File: config.mk
export PLATFORM = sky130hd
export DESIGN_NAME = uart_rx
export DESIGN_NICKNAME = d
export VERILOG_FILES = /design/src/rtl/uart_pkg.sv /design/src/rtl/uart_rx_sampler.sv /design/src/rtl/uart_rx.sv
export SDC_FILE = /design/constraint.sdc
export NUM_CORES = 1
export LEC_CHECK = 0
export CAP_MARGIN = 15
export CELL_PAD_IN_SITES_DETAIL_PLACEMENT = 1
export CELL_PAD_IN_SITES_GLOBAL_PLACEMENT = 1
export CORE_ASPECT_RATIO = 1.5
export CORE_MARGIN = 1
export CORE_UTILIZATION = 43
export CTS_BUF_LIST = sky130_fd_sc_hd__clkbuf_4 sky130_fd_sc_hd__clkbuf_8
export DETAILED_ROUTE_END_ITERATION = 10
export PLACE_DENSITY_LB_ADDON = 0.12
export SLEW_MARGIN = 10
export SYNTH_ARGS = -nofsm -noshare
export SYNTH_HDL_FRONTEND = slang
export SYNTH_SLANG_ARGS = --single-unit
File: constraint.sdc
create_clock -name CLK -period 3.13 [get_ports CLK]
set_clock_uncertainty 0.2 [all_clocks]
set_input_delay 0.626 -clock CLK [delete_from_list [all_inputs] [get_ports CLK]]
set_output_delay 0.626 -clock CLK [all_outputs]
set_load 0.02 [all_outputs]
File: src/rtl/uart_pkg.sv
// Shared UART definitions: receiver/transmitter FSM state encoding and parity-type constants.
// Latency: n/a (types and constants only).
// Backpressure: n/a.
package uart_pkg;

  // Frame phases, shared with the transmitter so both sides decode the same encoding.
  typedef enum logic [2:0] {
    IDLE   = 3'd0,
    START  = 3'd1,
    DATA   = 3'd2,
    PARITY = 3'd3,
    STOP   = 3'd4
  } uart_state_t;

  // PAR_TYP encodings.
  localparam logic PAR_EVEN = 1'b0;
  localparam logic PAR_ODD  = 1'b1;

endpackage

File: src/rtl/uart_rx_sampler.sv
// Mid-bit 2-of-3 majority voter: samples rx_s at P/2-1, P/2 and P/2+1 within each bit period.
// Latency: voted is valid from edge P/2+1 (combinational on the third sample) until the bit ends.
// Backpressure: none; it follows the bit timing set by edge_cnt.
//
// Ports:
//   CLK, RST  - clock and asynchronous active-low reset
//   rx_s      - synchronized serial line
//   edge_cnt  - position within the current bit, 0..P-1
//   P         - captured prescale (clock cycles per bit)
//   voted     - majority value of the three mid-bit samples
module uart_rx_sampler #(
  parameter int PRESCALE_W = 6
) (
  input  logic                  CLK,
  input  logic                  RST,
  input  logic                  rx_s,
  input  logic [PRESCALE_W-1:0] edge_cnt,
  input  logic [PRESCALE_W-1:0] P,
  output logic                  voted
);

  localparam logic [PRESCALE_W-1:0] ONE = PRESCALE_W'(1);

  logic [PRESCALE_W-1:0] mid_idx;
  logic [PRESCALE_W-1:0] lo_idx;
  logic [PRESCALE_W-1:0] hi_idx;
  logic                  s_lo;
  logic                  s_mid;
  logic                  s_hi;
  logic                  third;

  assign mid_idx = P >> 1;
  assign lo_idx  = mid_idx - ONE;
  assign hi_idx  = mid_idx + ONE;

  always_ff @(posedge CLK or negedge RST) begin
    if (!RST) begin
      s_lo  <= 1'b1;
      s_mid <= 1'b1;
      s_hi  <= 1'b1;
    end else begin
      if (edge_cnt == lo_idx)  s_lo  <= rx_s;
      if (edge_cnt == mid_idx) s_mid <= rx_s;
      if (edge_cnt == hi_idx)  s_hi  <= rx_s;
    end
  end

  // At P=4 the third sample lands on the last edge of the bit, where the FSM
  // already needs the decision, so the live line value is used on that edge.
  assign third = (edge_cnt == hi_idx) ? rx_s : s_hi;
  assign voted = (s_lo & s_mid) | (s_lo & third) | (s_mid & third);

endmodule

File: src/rtl/uart_rx.sv
// UART receiver: start detect, majority-voted bits, LSB-first deserializer, optional parity, stop check.
// Latency: result pulse N*P-1 cycles after the start-edge detection cycle (N = DATA_WIDTH+2+PAR_EN).
// Backpressure: none; every pulse lasts one cycle and P_DATA holds until the next good frame.
//
// Ports:
//   CLK, RST           - clock and asynchronous active-low reset
//   RX_IN              - asynchronous serial line, idles high
//   Prescale           - clock cycles per bit (4..2^PRESCALE_W-1)
//   PAR_EN, PAR_TYP    - parity present / odd parity
//   P_DATA, Data_Valid - received word and its one-cycle strobe
//   Par_Err, Stp_Err   - one-cycle error strobes
module uart_rx
  import uart_pkg::*;
#(
  parameter int DATA_WIDTH = 8,
  parameter int PRESCALE_W = 6
) (
  input  logic                  CLK,
  input  logic                  RST,
  input  logic                  RX_IN,
  input  logic [PRESCALE_W-1:0] Prescale,
  input  logic                  PAR_EN,
  input  logic                  PAR_TYP,
  output logic [DATA_WIDTH-1:0] P_DATA,
  output logic                  Data_Valid,
  output logic                  Par_Err,
  output logic                  Stp_Err
);

  localparam int                    BC_W    = (DATA_WIDTH > 1) ? $clog2(DATA_WIDTH) : 1;
  localparam logic [BC_W-1:0]       BC_LAST = BC_W'(DATA_WIDTH - 1);
  localparam logic [BC_W-1:0]       BC_ONE  = BC_W'(1);
  localparam logic [PRESCALE_W-1:0] EC_ONE  = PRESCALE_W'(1);

  uart_state_t state;
  uart_state_t nxt_state;

  logic                  rx_meta;
  logic                  rx_s;
  logic                  armed;
  logic [PRESCALE_W-1:0] p_cap;
  logic                  par_en_q;
  logic                  par_typ_q;
  logic [PRESCALE_W-1:0] edge_cnt;
  logic [BC_W-1:0]       bit_cnt;
  logic [DATA_WIDTH-1:0] shreg;
  logic                  par_pend;
  logic                  voted;
  logic                  wrap;
  logic                  par_exp;

  logic start_frame;
  logic shift_en;
  logic par_chk;
  logic dv_set;
  logic pe_set;
  logic se_set;

  // Two-flop synchronizer; reset high so a reset never looks like a start edge.
  always_ff @(posedge CLK or negedge RST) begin
    if (!RST) begin
      rx_meta <= 1'b1;
      rx_s    <= 1'b1;
    end else begin
      rx_meta <= RX_IN;
      rx_s    <= rx_meta;
    end
  end

  uart_rx_sampler #(
    .PRESCALE_W(PRESCALE_W)
  ) u_sampler (
    .CLK      (CLK),
    .RST      (RST),
    .rx_s     (rx_s),
    .edge_cnt (edge_cnt),
    .P        (p_cap),
    .voted    (voted)
  );

  assign wrap    = (edge_cnt == (p_cap - EC_ONE));
  assign par_exp = (^shreg) ^ (par_typ_q == PAR_ODD);

  always_ff @(posedge CLK or negedge RST) begin
    if (!RST) state <= IDLE;
    else      state <= nxt_state;
  end

  always_comb begin
    nxt_state   = state;
    start_frame = 1'b0;
    shift_en    = 1'b0;
    par_chk     = 1'b0;
    dv_set      = 1'b0;
    pe_set      = 1'b0;
    se_set      = 1'b0;
    case (state)
      IDLE: begin
        if (armed && !rx_s) begin
          nxt_state   = START;
          start_frame = 1'b1;
        end
      end
      START: begin
        // A start bit that votes high was a glitch: drop it silently.
        if (wrap) nxt_state = voted ? IDLE : DATA;
      end
      DATA: begin
        if (wrap) begin
          shift_en = 1'b1;
          if (bit_cnt == BC_LAST) nxt_state = par_en_q ? PARITY : STOP;
        end
      end
      PARITY: begin
        if (wrap) begin
          par_chk   = 1'b1;
          nxt_state = STOP;
        end
      end
      STOP: begin
        if (wrap) begin
          nxt_state = IDLE;
          // Framing error outranks parity error; only a clean frame delivers data.
          if (!voted)        se_set = 1'b1;
          else if (par_pend) pe_set = 1'b1;
          else               dv_set = 1'b1;
        end
      end
      default: nxt_state = IDLE;
    endcase
  end

  // Counters, frame settings and deserializer.
  always_ff @(posedge CLK or negedge RST) begin
    if (!RST) begin
      p_cap     <= '0;
      par_en_q  <= 1'b0;
      par_typ_q <= 1'b0;
      edge_cnt  <= '0;
      bit_cnt   <= '0;
      shreg     <= '0;
      par_pend  <= 1'b0;
    end else begin
      if (start_frame) begin
        // The detection cycle is edge 0 of the start bit, so counting resumes at 1.
        p_cap     <= Prescale;
        par_en_q  <= PAR_EN;
        par_typ_q <= PAR_TYP;
        edge_cnt  <= EC_ONE;
        bit_cnt   <= '0;
        par_pend  <= 1'b0;
      end else if (state != IDLE) begin
        edge_cnt <= wrap ? '0 : edge_cnt + EC_ONE;
      end
      if (shift_en) begin
        shreg   <= {voted, shreg[DATA_WIDTH-1:1]};
        bit_cnt <= (bit_cnt == BC_LAST) ? '0 : bit_cnt + BC_ONE;
      end
      if (par_chk && (voted != par_exp)) par_pend <= 1'b1;
      if (dv_set || pe_set || se_set)    par_pend <= 1'b0;
    end
  end

  // Registered result strobes and held output word.
  always_ff @(posedge CLK or negedge RST) begin
    if (!RST) begin
      P_DATA     <= '0;
      Data_Valid <= 1'b0;
      Par_Err    <= 1'b0;
      Stp_Err    <= 1'b0;
    end else begin
      Data_Valid <= dv_set;
      Par_Err    <= pe_set;
      Stp_Err    <= se_set;
      if (dv_set) P_DATA <= shreg;
    end
  end

  // After a framing error the line must be seen high before the next start
  // is accepted, so a held-low break reports a single Stp_Err.
  always_ff @(posedge CLK or negedge RST) begin
    if (!RST) begin
      armed <= 1'b1;
    end else if (se_set) begin
      armed <= 1'b0;
    end else if ((state == IDLE) && rx_s) begin
      armed <= 1'b1;
    end
  end

endmodule

* Word-level counts from Yosys, hierarchy flattened
Cells that the tools add are included.
** Storage, ports and cells
- Bits in registers :: 46
- Input bits :: 11
- Output and inout bits :: 11
- Logic and storage cells :: 96
** Operators by class
- Add/sub/neg operators :: 5
- Equal/unequal tests :: 16
- Mux-type cells :: 37
- Bitwise logic cells :: 6
- Reduce and logical (&&, ||, !) cells :: 14
** Operators by type and width (number)
- 3-bit two-way mux :: 10
- 1-bit two-way mux :: 22
- 6-bit equality test :: 3
- 6-bit two-way mux :: 3
- 3-bit case mux with 5 select lines :: 1
- 2-bit inequality test, second input constant :: 6
- 8-bit XOR reduction :: 1
- 5-bit by 1-bit adder with 6-bit output, second input constant :: 1
- 6-bit by 1-bit adder with 6-bit output, second input constant :: 1
- 3-bit by 2-bit equality test with 1-bit output, second input constant :: 2
- 3-bit equality test, second input constant :: 2
- 6-bit by 5-bit equality test with 1-bit output :: 1
- 6-bit AND reduction :: 1
- 2-bit nonzero test :: 3
- 3-bit nonzero test :: 2
- 5-bit by 1-bit subtractor with 6-bit output, second input constant :: 1
- 6-bit by 1-bit subtractor with 6-bit output, second input constant :: 1
- 3-bit by 1-bit adder with 3-bit output, second input constant :: 1
- 1-bit bitwise AND :: 3
- 3-bit by 1-bit equality test with 1-bit output, second input constant :: 1
- 1-bit logical AND :: 3
- 3-bit zero test :: 1
- 1-bit logical OR :: 2
- 2-bit two-way mux :: 1
- 4 further kinds :: 5

* Longest topological paths before layout
- Word-level depth :: 12
- Depth in mapped cells :: 10

* Modules after synthesis
Synthesis repeated with hierarchy kept, for this count alone.
** Second synthesis, totals
- Cell total of the unflattened synthesis :: 236
- Area, all modules :: 2529.9 µm²
** Modules (own cells, without submodules)
- uart_rx :: times used 1, cells each 182, area each 2108.3 µm²
- uart_rx_sampler :: times used 1, cells each 54, area each 421.7 µm²

* Least setup slack after synthesis
Ideal clock, no wire load.
- Kind :: reg-to-reg
- Start point :: register p_cap[2]
- End point :: register P_DATA[0]
- Setup time :: 0.125 ns
- Data arrival time :: 2.708 ns
- Data required time :: 2.805 ns
- Setup slack :: 0.097 ns
- Cell stages (with the launch flop) :: 11
- Path buffers :: 2
- Period minus slack after synthesis :: 3.033 ns
- Cell sequence :: dfrtp_1 > clkbuf_1 > inv_1 > ha_1 > xnor2_1 > nor2b_1 > nand4_1 > or4_1 > buf_2 > a211oi_4 > mux2_2
** Between the ends
- Word-level cells in the longest chain between the ends :: 9
- Elaborated cells on any way between the ends :: 12
- Those cells by class :: add/sub (2); eq/ne (2); mux (4); bitwise (4)
** RTL lines
- start: declaration :: RTL line uart_rx.sv:41 : logic [PRESCALE_W-1:0] p_cap;
- start signal: assignment :: RTL line uart_rx.sv:146 : p_cap <= Prescale;
- 5-bit by 1-bit adder with 6-bit output :: RTL line uart_rx_sampler.sv:34 : assign hi_idx = mid_idx + ONE;
- 6-bit equality test :: RTL line uart_rx_sampler.sv:50 : assign third = (edge_cnt == hi_idx) ? rx_s : s_hi;
- 1-bit two-way mux
- 1-bit bitwise AND :: RTL line uart_rx_sampler.sv:51 : assign voted = (s_lo & s_mid) | (s_lo & third) | (s_mid & third);
- 1-bit bitwise OR (2 in series) :: RTL line uart_rx_sampler.sv:51
- 1-bit two-way mux :: RTL line uart_rx.sv:124 : if (!voted) se_set = 1'b1;
- 1-bit two-way mux (*) :: RTL line uart_rx.sv:121 : if (wrap) begin
- 1-bit two-way mux (*) :: RTL line uart_rx.sv:97 : case (state)
- end signal: assignment :: RTL line uart_rx.sv:175 : if (dv_set) P_DATA <= shreg;
- end: declaration :: RTL line uart_rx.sv:24 : output logic [DATA_WIDTH-1:0] P_DATA,
Every way passes the cells marked *; elsewhere a longest branch is shown, timed or not.
A chain may end at the register's enable or synchronous reset.

* Worst setup path after layout
- Start point :: register p_cap[1]
- End point :: register P_DATA[1]
Same word-level chain as after synthesis.

==> impl_metrics.ini <==
[outcome]
status = finished, final reports clean

[synthesis]
avgSynthCellArea_sq_um = 10.9
synthCells = 226
yosysSeqAreaShare = 0.472
synth_seq_cells = 46
synth.distinct_cells = 40
yosysTopAreaCell = dfrtp_1
syn_nets = 243
yosysMostFrequentCell = dfrtp_1
yosysTopAreaCellShare = 0.408
yosys_warnings = 0
synth-edff-count = 0
synth_area_leaders = dfrtp_1, mux2_2, xnor2_1
syn_area_sq_mm = 0.00245
synth_top_cells_by_count = dfrtp_1, mux2_2, xnor2_1
synth-main-ff-cell = dfrtp_1
synth-async-reset-ratio = 1.00

[hold_path]
hold_depth = 0
min_path_type = flip-flop to flip-flop

[worst_setup_path]
r2r_start = p_cap[1]
arrival_ps = 2900
reg2reg_slack_ps = 210
rr_worst_depth = 9
worstPathRequired_ps = 3110
crit_type = flip-flop to flip-flop
start_kind = flip-flop
cp-end-kind = flip-flop
crit_path_end = P_DATA[1]
rr_endpoint = P_DATA[1]
crit_fanout = 6
critPathLaunch = p_cap[1]

[power]
vdd_drop_max_uv = 303
power_mw = 2.46
p_leak_nw = 1.27
power_density_mw_per_mm2 = 845

[sta]
setup_ws_ps = 208
clock.fmax_mhz = 342
max_slew_margin = 0.358
hold-worst-slack_ps = 147
finalHoldViolCount = 0
setup_violations = 0
timing_worst_slew_pin_value_ps = 963
slew_viol_final = 0
period_needed_ps = 2920
period_share = 0.934
rsz0062_at_grt = false
tns_ps = 0

[floorplanning]
die_height_um = 94.5
initial_utilization = 0.447
dieArea_sq_mm = 0.00602
die_x_um = 63.7
ios = 22
fp.coreArea_sq_mm = 0.00549
row_count = 33

[place]
dp_cells = 319
gp_congestion = 0.839
dpl_worst_slack_ps = 116
port_buffers = 21
place_area_sq_mm = 0.00280
hpwlAfterDp_mm = 4.01

[drt]
antenna_left = 0
vias_per_cell = 5.36
drt-wirelength-per-cell_um = 16.6
drt_pass1_iterations = 4
drt-initial-drc-count = 40
wl_mm = 5.46
drc = 0
vias = 1765

[global_route]
gr-usage-met1 = 0.242
use_met2 = 0.369
grtUsageTotal = 0.204
grt_max_degree = 44
grt-busiest-layer = met2
antenna_found_initial = 0
overflow = 0
met3_usage = 0.0302
grt_pass1_vias = 1922
grt_pass1_wl_mm = 9.43

[clock_network]
cts_tree = built
cts_resized = 0
cts-root-buf = clkbuf_8
clockBufferDepth = 2
clkTransAtPathRegs_ps = 90
ctsHoldBuffers = 0
h-tree-depth = 2
post_cts_buffers = 0
cts_inserted_buffers = 5
cts.sinks = 46
clk_latency_ps = 300

[finish]
areaGrowthSynthToFinish_pct = 18.5
regArea_sq_mm = 0.00116
antenna_cells = 0
multi_input_area_sq_mm = 0.00123
nets = 275
drive_gt1_frac = 0.228
design_area_sq_mm = 0.00291
fillers = 608
utilization = 0.530
final_cells = 329

[job]
cap_violations = 0
flip-flops by register name (all words and copies together) (netlist names), 3 cells and up:
name      cells
state         3
shreg         8
bit_cnt       3
p_cap         6
P_DATA        8
edge_cnt      6
layer usage:
metal  routed length (um)  part of all wire  vias to the layer above
li1                     -                 -                      851
met1                 2300              0.42                      884
met2                 2930              0.54                       22
met3                  117             0.021                        8
met4                  112             0.021                        0
met5                    0                 0                        -
cell type report:
class / instances / area share
timing repair buffer: 35 / 0.107
clock buffer: 7 / 0.0310
multi-input combinational: 163 / 0.423
inverter: 7 / 0.00904
clock inverter: 1 / 0.00172
tap: 70 / 0.0301
sequential: 46 / 0.398
report_power, final:
| part | total (mW) | internal, mW | switching (mW) | leakage, nW |
|---|---|---|---|---|
| combinational | 1.12 | 0.562 | 0.559 | 0.623 |
| sequential | 0.951 | 0.741 | 0.209 | 0.591 |
| clock | 0.385 | 0.187 | 0.198 | 0.0517 |
worst min path at each step:
stage          startpoint  slack [ps]          to
6_report          rx_meta         150        rx_s
5_1_grt           rx_meta         150        rx_s
4_1_cts           rx_meta         150        rx_s
3_5_place_dp      rx_meta         150        rx_s
3_3_place_gp      rx_meta         150        rx_s
2_1_floorplan         RST         130  Data_Valid
cells by family (layout without fill, tap and decap cells):
family,Yosys count,count (layout),synth area share
AO/OA/AOI/OAI,31,31,0.0903
XOR/XNOR,27,27,0.0964
adder cells (fa/ha/maj),6,6,0.0306
buffers and inverters,17,50,0.0291
flip-flops,46,46,0.472
multiplexers,27,27,0.124
AND/OR/NAND/NOR,72,72,0.158
placed cells by master, fill, tap and decap left out, types with 2 or more instances in the layout:
master / synthesis / routed
nor2b_1: 5 / 5
a22o_1: 6 / 6
mux2_2: 27 / 27
o211ai_1: 2 / 2
dfstp_2: 6 / 6
nor2_1: 14 / 14
nand2_1: 14 / 14
inv_1: 7 / 7
or3_1: 4 / 4
nand3b_1: 2 / 2
nor3_1: 4 / 4
clkdlybuf4s50_1: 0 / 20
dfrtp_1: 40 / 40
a21oi_1: 4 / 4
clkbuf_8: 0 / 6
buf_4: 1 / 14
and2_1: 2 / 2
xor2_1: 8 / 8
a31oi_1: 2 / 2
o21ai_0: 7 / 7
and3_1: 2 / 2
xnor2_1: 19 / 19
nand4_1: 4 / 4
nand3_1: 6 / 6
nor4b_1: 3 / 3
o31ai_1: 5 / 5
nand2b_1: 4 / 4
ha_1: 6 / 6
critical path, stage by stage (launching register included):
cell      delay [ps]
dfrtp_1          390
buf_4            160
ha_1             230
and3b_1          170
or3_1            350
a31oi_1          240
o21ai_1          240
a211oi_4         310
buf_4            180
mux2_2           340
No activity file was read; power rests on OpenSTA's default activity.
